$ cat src/rtl/bcd_to_bin_seq.sv
// Sequential packed-BCD to binary converter using reverse double dabble:
// one right shift plus per-digit "-3 if >= 8" correction per clock.
// Optional invalid-digit detection is enabled by defining BCD_TO_BIN_CHECK_EN.
module bcd_to_bin_seq #(
   parameter int DIGITS = 3,
   parameter int BIN_W  = 10
) (
   input  logic                  clk,
   input  logic                  rst_n,
   input  logic                  start,
   input  logic [4*DIGITS-1:0]   bcd_in,
   output logic                  busy,
   output logic                  done,
   output logic [BIN_W-1:0]      bin_out,
   output logic                  err
);

   localparam int SR_W  = 4*DIGITS + BIN_W;
   localparam int CNT_W = $clog2(BIN_W + 1);

   typedef enum logic [1:0] {
      IDLE,
      CONV,
      DONE
   } state_t;

   state_t             state;
   state_t             stateNext;
   logic [SR_W-1:0]    sr;
   logic [SR_W-1:0]    srStep;
   logic [CNT_W-1:0]   count;
   logic               lastStep;
   logic               badInput;

   assign lastStep = (count == CNT_W'(BIN_W - 1));

   // One conversion step: shift right, then pull every BCD nibble >= 8 down by 3.
   always_comb begin
      srStep = sr >> 1;
      for (int unsigned d = 0; d < DIGITS; d++) begin
         if (srStep[BIN_W + 4*d +: 4] >= 4'd8)
            srStep[BIN_W + 4*d +: 4] = srStep[BIN_W + 4*d +: 4] - 4'd3;
      end
   end

`ifdef BCD_TO_BIN_CHECK_EN
   always_comb begin
      badInput = 1'b0;
      for (int unsigned d = 0; d < DIGITS; d++) begin
         if (bcd_in[4*d +: 4] > 4'd9)
            badInput = 1'b1;
      end
   end

   always_ff @(posedge clk or negedge rst_n) begin
      if (!rst_n)
         err <= 1'b0;
      else if (state == IDLE && start)
         err <= badInput;
   end
`else
   assign badInput = 1'b0;
   assign err      = 1'b0;
`endif

   always_ff @(posedge clk or negedge rst_n) begin
      if (!rst_n)
         state <= IDLE;
      else
         state <= stateNext;
   end

   always_comb begin
      stateNext = state;
      case (state)
         IDLE: if (start) stateNext = badInput ? DONE : CONV;
         CONV: if (lastStep) stateNext = DONE;
         DONE: stateNext = IDLE;
         default: stateNext = IDLE;
      endcase
   end

   always_comb begin
      busy = (state != IDLE);
      done = (state == DONE);
   end

   always_ff @(posedge clk or negedge rst_n) begin
      if (!rst_n) begin
         sr      <= '0;
         count   <= '0;
         bin_out <= '0;
      end else begin
         case (state)
            IDLE: begin
               if (start) begin
                  sr    <= {bcd_in, BIN_W'(0)};
                  count <= '0;
                  if (badInput)
                     bin_out <= '0;
               end
            end
            CONV: begin
               sr    <= srStep;
               count <= count + 1'b1;
               if (lastStep)
                  bin_out <= srStep[BIN_W-1:0];
            end
            default: ;
         endcase
      end
   end

endmodule

$ cat config.mk
export PLATFORM = sky130hd
export DESIGN_NAME = bcd_to_bin_seq
export DESIGN_NICKNAME = d
export VERILOG_FILES = /design/src/rtl/bcd_to_bin_seq.sv
export SDC_FILE = /design/constraint.sdc
export NUM_CORES = 1
export LEC_CHECK = 0
export CAP_MARGIN = 25
export CORE_UTILIZATION = 40
export CTS_BUF_LIST = sky130_fd_sc_hd__clkbuf_8
export DETAILED_ROUTE_END_ITERATION = 10
export PLACE_DENSITY_LB_ADDON = 0.05
export SLEW_MARGIN = 5
export SYNTH_ARGS = -nofsm -noshare
export SYNTH_HDL_FRONTEND = slang
export SYNTH_SLANG_ARGS = --single-unit
$ cat constraint.sdc
create_clock -name clk -period 2.8 [get_ports clk]
set_input_delay 0.56 -clock clk [delete_from_list [all_inputs] [get_ports clk]]
set_output_delay 0.56 -clock clk [all_outputs]
set_load 0.01 [all_outputs]
Word-level counts from Yosys, hierarchy flattened. Index checks and enable logic that the tools add are counted.

Register bits after elaboration: 38.

$add $sub $neg: 4. Order comparisons: 3. Eq/ne operators: 5. Muxes and demuxes: 10. Reduce and logical (&&, ||, !) cells: 6.

Operators by type and width (count): one-hot mux 22 bit (2 select lines) (1); two-way mux 22 bit (1); two-way mux 4 bit (4); >= comparator 4 bit, second input constant (2); one-hot mux 4 bit (2 select lines) (1); subtractor 4 x 2 -> 4 bit, second input constant (2); AND reduction 2 bit (3); adder 4 x 1 -> 4 bit, second input constant (1); == test 4 bit, second input constant (1); >= comparator 3 x 4 -> 1 bit, second input constant (1); two-way mux 2 bit (2); != test 2 bit, second input constant (2); one-hot mux 2 bit (2 select lines) (1); nonzero test 2 bit (2); subtractor 3 x 2 -> 4 bit, second input constant (1); == test 2 x 1 -> 1 bit, second input constant (1); == test 2 bit, second input constant (1); logical NOT 2 bit (1).

Depth between registers and ports, before layout. Gate-level depths: netlist of the first run.

Depth in word-level cells: 3. Depth in mapped cells: 6.

Least setup slack after synthesis of the first run. OpenSTA, ideal clock, no wires.

Path kind: register to output. Start point: register state[0]. End point: output done. Data arrival time: 956 ps. Data required time: 2240 ps. Path slack: 1284 ps. Stages on the path, launching flop included: 4. Cells stage by stage: dfrtp_1 > buf_4 > buf_4 > nor2b_1.

Longest elaborated chain between the ends: 1.

Ends and longest elaborated chain: start: declaration (line 27) `state_t state;`; start signal: assignment (line 70) `state <= stateNext;`; == test 2 bit (line 85) `done = (state == DONE);`; end: declaration (line 13) `output logic done,`.

Every way passes these cells.

Final worst setup path of the first run.
Start point: register state[1]. End point: output busy.

Longest elaborated chain between the ends: 1.

Ends and longest elaborated chain: nonzero test 2 bit (line 84) `busy = (state != IDLE);`; end: declaration (line 12) `output logic busy,`.

Every way passes these cells.

==> results of run 1 <==
## worst max path at each step
stage	start	endpoint	slack (ns)	cells past startpoint
after floorplan	state[0]	done	1.28	3
after global placement	start	sr[14]	0.74	3
after detailed placement	start	sr[14]	0.71	3
after CTS	state[1]	busy	0.46	3
after global routing	state[1]	busy	0.36	3
final	state[1]	busy	0.48	3
## routing by layer
| metal | vias up | share of wire, % |
|---|---|---|
| met1 | 598 | 48 |
| met5 | - | 0 |
| met3 | 7 | 3.2 |
| met2 | 25 | 47 |
| li1 | 579 | - |
| met4 | 0 | 1.8 |
## metrics by stage
| step | util (%) | cell area (sq um) | std cells | hold WS (ns) |
|---|---|---|---|---|
| final | 52.2 | 2150 | 226 | 0.495 |
| after global routing | 52.2 | 2150 | 226 | 0.538 |
| after CTS | 52.2 | 2150 | 226 | 0.493 |
| after detailed placement | 49.3 | 2030 | 218 | 0.476 |
| after global placement | 49.3 | 2030 | 218 | 0.469 |
| after floorplan | - | 1750 | 149 | 0.264 |
## tightest hold or removal path: cells and delay by family, from the launching register on
| family | cells | cell delay, ns |
|---|---|---|
| AOI/OAI and AO/OA | 1 | 0.06 |
| DFF | 1 | 0.35 |
| and+or+nand+nor | 1 | 0.05 |
## layout make-up
| cell class | count | share of cell area [%] |
|---|---|---|
| flip-flops and latches | 37 | 43.1 |
| multi-input cells | 94 | 33.9 |
| repair buffers | 29 | 13.2 |
| clock buffers | 6 | 3.84 |
| well taps | 50 | 2.91 |
| clock inverters | 2 | 1.75 |
| inverters | 8 | 1.40 |
## registers in the layout (all words and copies together) (netlist names)
signal / cells
sr: 21
count: 4
bin_out: 10
state: 2
## power by group
part	internal [mW]	switching [mW]
Clock	0.290	0.194
Sequential	0.766	0.227
Combinational	0.517	0.392
## logic make-up after synthesis
kind of cell | synth area share [%]
multiplexers | 7.57
AND/OR/NAND/NOR | 10.4
flip-flops | 52.8
AO/OA/AOI/OAI | 17.1
XOR/XNOR | 2.00
adder cells (fa/ha/maj) | 4.28
other | 0.214
buffers and inverters | 5.64
## synthesized netlist by cell type, types with 2 or more instances
| master | number | area (sq um) |
|---|---|---|
| a21oi_1 | 5 | 25.0 |
| a221o_1 | 3 | 30.0 |
| a22o_1 | 10 | 87.6 |
| a22oi_1 | 4 | 30.0 |
| buf_2 | 4 | 20.0 |
| buf_4 | 3 | 22.5 |
| buf_6 | 2 | 22.5 |
| dfrtp_1 | 37 | 926 |
| ha_1 | 6 | 75.1 |
| inv_1 | 8 | 30.0 |
| mux2_2 | 10 | 113 |
| mux2i_1 | 2 | 20.0 |
| nand2_1 | 10 | 37.5 |
| nand2b_1 | 2 | 12.5 |
| nand3_1 | 4 | 20.0 |
| nor2_1 | 5 | 18.8 |
| nor2b_1 | 5 | 31.3 |
| nor3b_1 | 3 | 22.5 |
| o21ai_0 | 8 | 40.0 |
| o22a_1 | 2 | 17.5 |
| xnor2_1 | 3 | 26.3 |
==> impl_metrics.py, run 1 <==
metrics = {
    "run_status": {
        "status": "finished clean",
    },
    "min_path": {
        "hold_start": "sr[20]",
        "hold_end": "sr[20]",
        "worstHoldPathCells": 2,
        "hold_path_class": "reg -> reg",
    },
    "placed_design": {
        "numPortBuffers": 26,
        "dp_hpwl_mm": 2.17,
        "globalplace.congestion": 0.796,
        "place_ws_ns": 0.714,
    },
    "cts": {
        "cts_inserted_buffers": 5,
        "clkLatencyLatePin_ns": 0.29,
        "postCtsSetupBuffers": 0,
        "cts_tree": "done",
        "clock_sinks": 37,
        "cts_root_buffer": "clkbuf_8",
        "h-tree-depth": 2,
        "cts_hold_buf": 0,
        "postCtsResizedCells": 0,
        "path_clk_slew_ns": 0.07,
        "clockBufferDepth": 2,
    },
    "run": {
        "cap_violations": 0,
    },
    "route": {
        "via_per_inst": 5.35,
        "routed_wl_mm": 3.29,
        "routedWlPerCell_um": 14.6,
        "drc": 0,
        "postRouteAntennaNets": 0,
        "first_pass_iters": 4,
        "drt_iter0_drc": 82,
        "vias": 1209,
    },
    "floorplan": {
        "die_h_um": 68.2,
        "core-area_sq_um": 4120,
        "die_area_sq_um": 4650,
        "ioPinCount": 28,
        "die_w_um": 68.2,
        "row_count": 23,
        "start_util_pct": 42.6,
    },
    "timing": {
        "hold_viol_final": 0,
        "finClkSkew_ns": 0.00535,
        "fmax_ghz": 0.430,
        "worstMarginPinSlew_ns": 0.578,
        "setup-tns-final_ns": 0,
        "rsz0062_at_grt": "no",
        "setup_viol": 0,
        "maxSlewHeadroom_pct": 61.3,
        "worst_slack_ns": 0.475,
        "timing.final.crit_share_pct": 83.0,
        "post-route-min-period_ns": 2.32,
        "slew_viol_final": 0,
    },
    "logic_synthesis": {
        "synth-seq-cells": 37,
        "ys.flop_type": "dfrtp_1",
        "yosysWarnings": 0,
        "synth_area_sq_um": 1750,
        "mappedNetlistNets": 170,
        "synth_edf_count": 0,
        "ys_types": 34,
        "synth.avg_cell_area_sq_um": 11.8,
        "synthArstFlopShare_pct": 100,
        "syn_inst": 149,
        "ys_seq_area_share_pct": 52.8,
    },
    "power": {
        "cellPowerDensity_nw_per_um2": 1110,
        "p_leak_nw": 0.957,
        "power.total_mw": 2.39,
        "ir_drop_v": 0.000447,
    },
    "setup_path": {
        "worst-path-buf-inv": 2,
        "crit_required_ns": 2.24,
        "crit_fanout": 19,
        "timing.rr.start": "state[1]",
        "crit_chain": "nor2_1 > inv_1 > clkdlybuf4s50_1",
        "worstSetupStartpointType": "flip-flop",
        "cp-end-kind": "output port",
        "rr_worst_depth": 3,
        "crit_path_top_delay_cell": "dfrtp_1",
        "r2r_setup_slack_ns": 0.90,
        "cpLargestDelayFamily": "flip-flops",
        "r2r_end": "bin_out[3]",
        "arrival_ns": 1.76,
        "crit_type": "reg -> out",
        "slowest_delay_ns": 0.71,
    },
    "global_route": {
        "grt_pass1_wl_mm": 5.53,
        "grt_use_met3_pct": 4.00,
        "antenna_found_initial": 0,
        "grt_pass1_vias": 1207,
        "grtUsageMet1_pct": 20.7,
        "grt_max_degree": 38,
        "grt_busiest_layer": "met2",
        "use_met2_pct": 26.8,
        "grt.overflow.total": 0,
        "track_usage_pct": 16.6,
    },
    "cells_and_area": {
        "multi_input_area_sq_um": 728,
        "syn2layout_area_growth_pct": 22.6,
        "layout_commonest_cell": "dfrtp_1",
        "final_cell_mix": "dfrtp_1, clkdlybuf4s50_1, nand2_1, mux2_2, a22o_1",
        "fillers": 371,
        "finalNetCount": 196,
        "diodes": 0,
        "ff_latch_area_sq_um": 926,
        "drive_gt1_share_pct": 14.2,
    },
}
No activity file was read; power rests on OpenSTA's default activity.
==> run 2: changes to the inputs <==
==> constraint.sdc (replaced) <==
create_clock -name clk -period 2.34 [get_ports clk]
set_input_delay 0.468 -clock clk [delete_from_list [all_inputs] [get_ports clk]]
set_output_delay 0.468 -clock clk [all_outputs]
set_load 0.01 [all_outputs]
==> run 2 against run 1 <==
Via count down 0.99%. Critical path depth unchanged. Die area unchanged. Non-clock buffer count up 1.
==> impl_metrics.py, run 2 (synthesis gave the netlist of run 1 again) <==
metrics = {
    "global_route": {
        "grt_pass1_vias": 1170,
        "grt.overflow.total": 0,
        "grt_use_met3_pct": 5.00,
        "track_usage_pct": 16.1,
        "use_met2_pct": 25.5,
        "grt_busiest_layer": "met2",
        "antenna_found_initial": 0,
        "grt_max_degree": 38,
        "grt_pass1_wl_mm": 5.46,
        "grtUsageMet1_pct": 20.6,
    },
    "cells_and_area": {
        "finalNetCount": 197,
        "layout_commonest_cell": "dfrtp_1",
        "largest_reg_flops": 21,
        "multi_input_area_sq_um": 728,
        "ff_latch_area_sq_um": 926,
        "drive_gt1_share_pct": 14.7,
        "diodes": 0,
        "top_register": "sr",
        "final_cell_mix": "dfrtp_1, clkdlybuf4s50_1, nand2_1, mux2_2, a22o_1",
        "syn2layout_area_growth_pct": 22.6,
        "fillers": 386,
        "reg.largest.list": "sr (21), bin_out (10), count (4)",
    },
    "floorplan": {
        "ioPinCount": 28,
        "start_util_pct": 42.6,
        "die_h_um": 68.2,
        "row_count": 23,
        "core-area_sq_um": 4120,
        "die_area_sq_um": 4650,
        "die_w_um": 68.2,
    },
    "timing": {
        "hold_viol_final": 0,
        "setup_viol": 0,
        "finClkSkew_ns": 0.00653,
        "maxSlewHeadroom_pct": 62.5,
        "worstMarginPinSlew_ns": 0.561,
        "post-route-min-period_ns": 2.12,
        "fmax_ghz": 0.473,
        "timing.final.crit_share_pct": 90.4,
        "rsz0062_at_grt": "no",
        "slew_viol_final": 0,
        "setup-tns-final_ns": 0,
        "worst_slack_ns": 0.224,
    },
    "cts": {
        "cts_tree": "done",
        "cts_root_buffer": "clkbuf_8",
        "postCtsResizedCells": 0,
        "h-tree-depth": 2,
        "cts_inserted_buffers": 5,
        "postCtsSetupBuffers": 0,
        "clock_sinks": 37,
        "clockBufferDepth": 2,
        "cts_hold_buf": 0,
        "path_clk_slew_ns": 0.08,
        "clkLatencyLatePin_ns": 0.29,
    },
    "setup_path": {
        "crit_type": "reg -> out",
        "r2r_setup_slack_ns": 0.54,
        "crit_fanout": 14,
        "cp-end-kind": "output port",
        "arrival_ns": 1.65,
        "worstSetupStartpointType": "flip-flop",
        "crit_required_ns": 1.87,
    },
    "power": {
        "p_leak_nw": 0.964,
        "ir_drop_v": 0.000638,
        "cellPowerDensity_nw_per_um2": 1310,
    },
    "route": {
        "via_per_inst": 5.27,
        "first_pass_iters": 4,
        "drt_iter0_drc": 78,
        "drc": 0,
        "postRouteAntennaNets": 0,
        "routedWlPerCell_um": 14.0,
        "vias": 1197,
        "routed_wl_mm": 3.19,
    },
    "min_path": {
        "hold_path_class": "reg -> reg",
    },
    "placed_design": {
        "dp_hpwl_mm": 2.21,
        "globalplace.congestion": 0.820,
        "place_ws_ns": 0.346,
        "numPortBuffers": 26,
    },
    "run_status": {
        "status": "finished clean",
    },
    "run": {
        "cap_violations": 0,
    },
}
[run 2: cell count changes in the layout (fill, tap and decap cells not counted), sizes merged]
cell / before / now
clkbuf: 6 / 5
clkinvlp: 1 / 0
buf: 3 / 4
clkinv: 0 / 1
inv: 8 / 9
[run 2: layout make-up]
class,count,share of cell area [%]
multi-input cells,94,33.9
well taps,50,2.91
repair buffers,30,13.5
flip-flops and latches,37,43.1
inverters,8,1.40
clock buffers,5,3.20
clock inverters,3,2.04
[run 2: worst max-delay path, stage by stage, from the launching register on]
cell and delay [ns]:
dfrtp_1 0.61, nor2_1 0.14, inv_1 0.08, clkdlybuf4s50_1 0.52
[run 2: path summary, 6_finish.rpt]
check,from,end,cells after the start
min in group asynchronous,rst_n,sr[13],2
worst min-delay path,sr[19],sr[19],2
worst min register to register,sr[19],sr[19],2
worst max-delay path,state[1],busy,3
worst max register to register,state[1],bin_out[4],3
max in group asynchronous,rst_n,count[0],2
[run 2: metal layers]
| layer | up-vias | wire, um |
|---|---|---|
| li1 | 578 | - |
| met1 | 590 | 1550 |
| met2 | 24 | 1490 |
| met3 | 5 | 125 |
| met4 | 0 | 25 |
| met5 | - | 0 |
[run 2: metrics by stage]
step | cell area, sq um | cells | hold WS (ns) | utilization (%) | power, mW
after CTS | 2150 | 227 | 0.507 | 52.2 | 2.87
after floorplan | 1750 | 149 | 0.172 | - | 1.94
final | 2150 | 227 | 0.500 | 52.2 | 2.82
after global routing | 2150 | 227 | 0.522 | 52.2 | 3.06
after detailed placement | 2040 | 219 | 0.488 | 49.5 | 2.31
after global placement | 2040 | 219 | 0.470 | 49.5 | 2.27
[run 2: where the power goes]
| part | switching [mW] | internal [mW] |
|---|---|---|
| registers | 0.268 | 0.917 |
| logic | 0.466 | 0.621 |
| clock network | 0.233 | 0.319 |
| total | 0.967 | 1.86 |
==> run 3: changes to the inputs <==
--- a/config.mk
+++ b/config.mk
@@ -8,6 +8,7 @@
 export CAP_MARGIN = 25
 export CORE_UTILIZATION = 40
 export CTS_BUF_LIST = sky130_fd_sc_hd__clkbuf_8
+export CTS_CLUSTER_SIZE = 10
 export DETAILED_ROUTE_END_ITERATION = 10
 export PLACE_DENSITY_LB_ADDON = 0.05
 export SLEW_MARGIN = 5
==> results of run 3 <==
No change in the layout: final DEF, timing and power equal those of run 2.
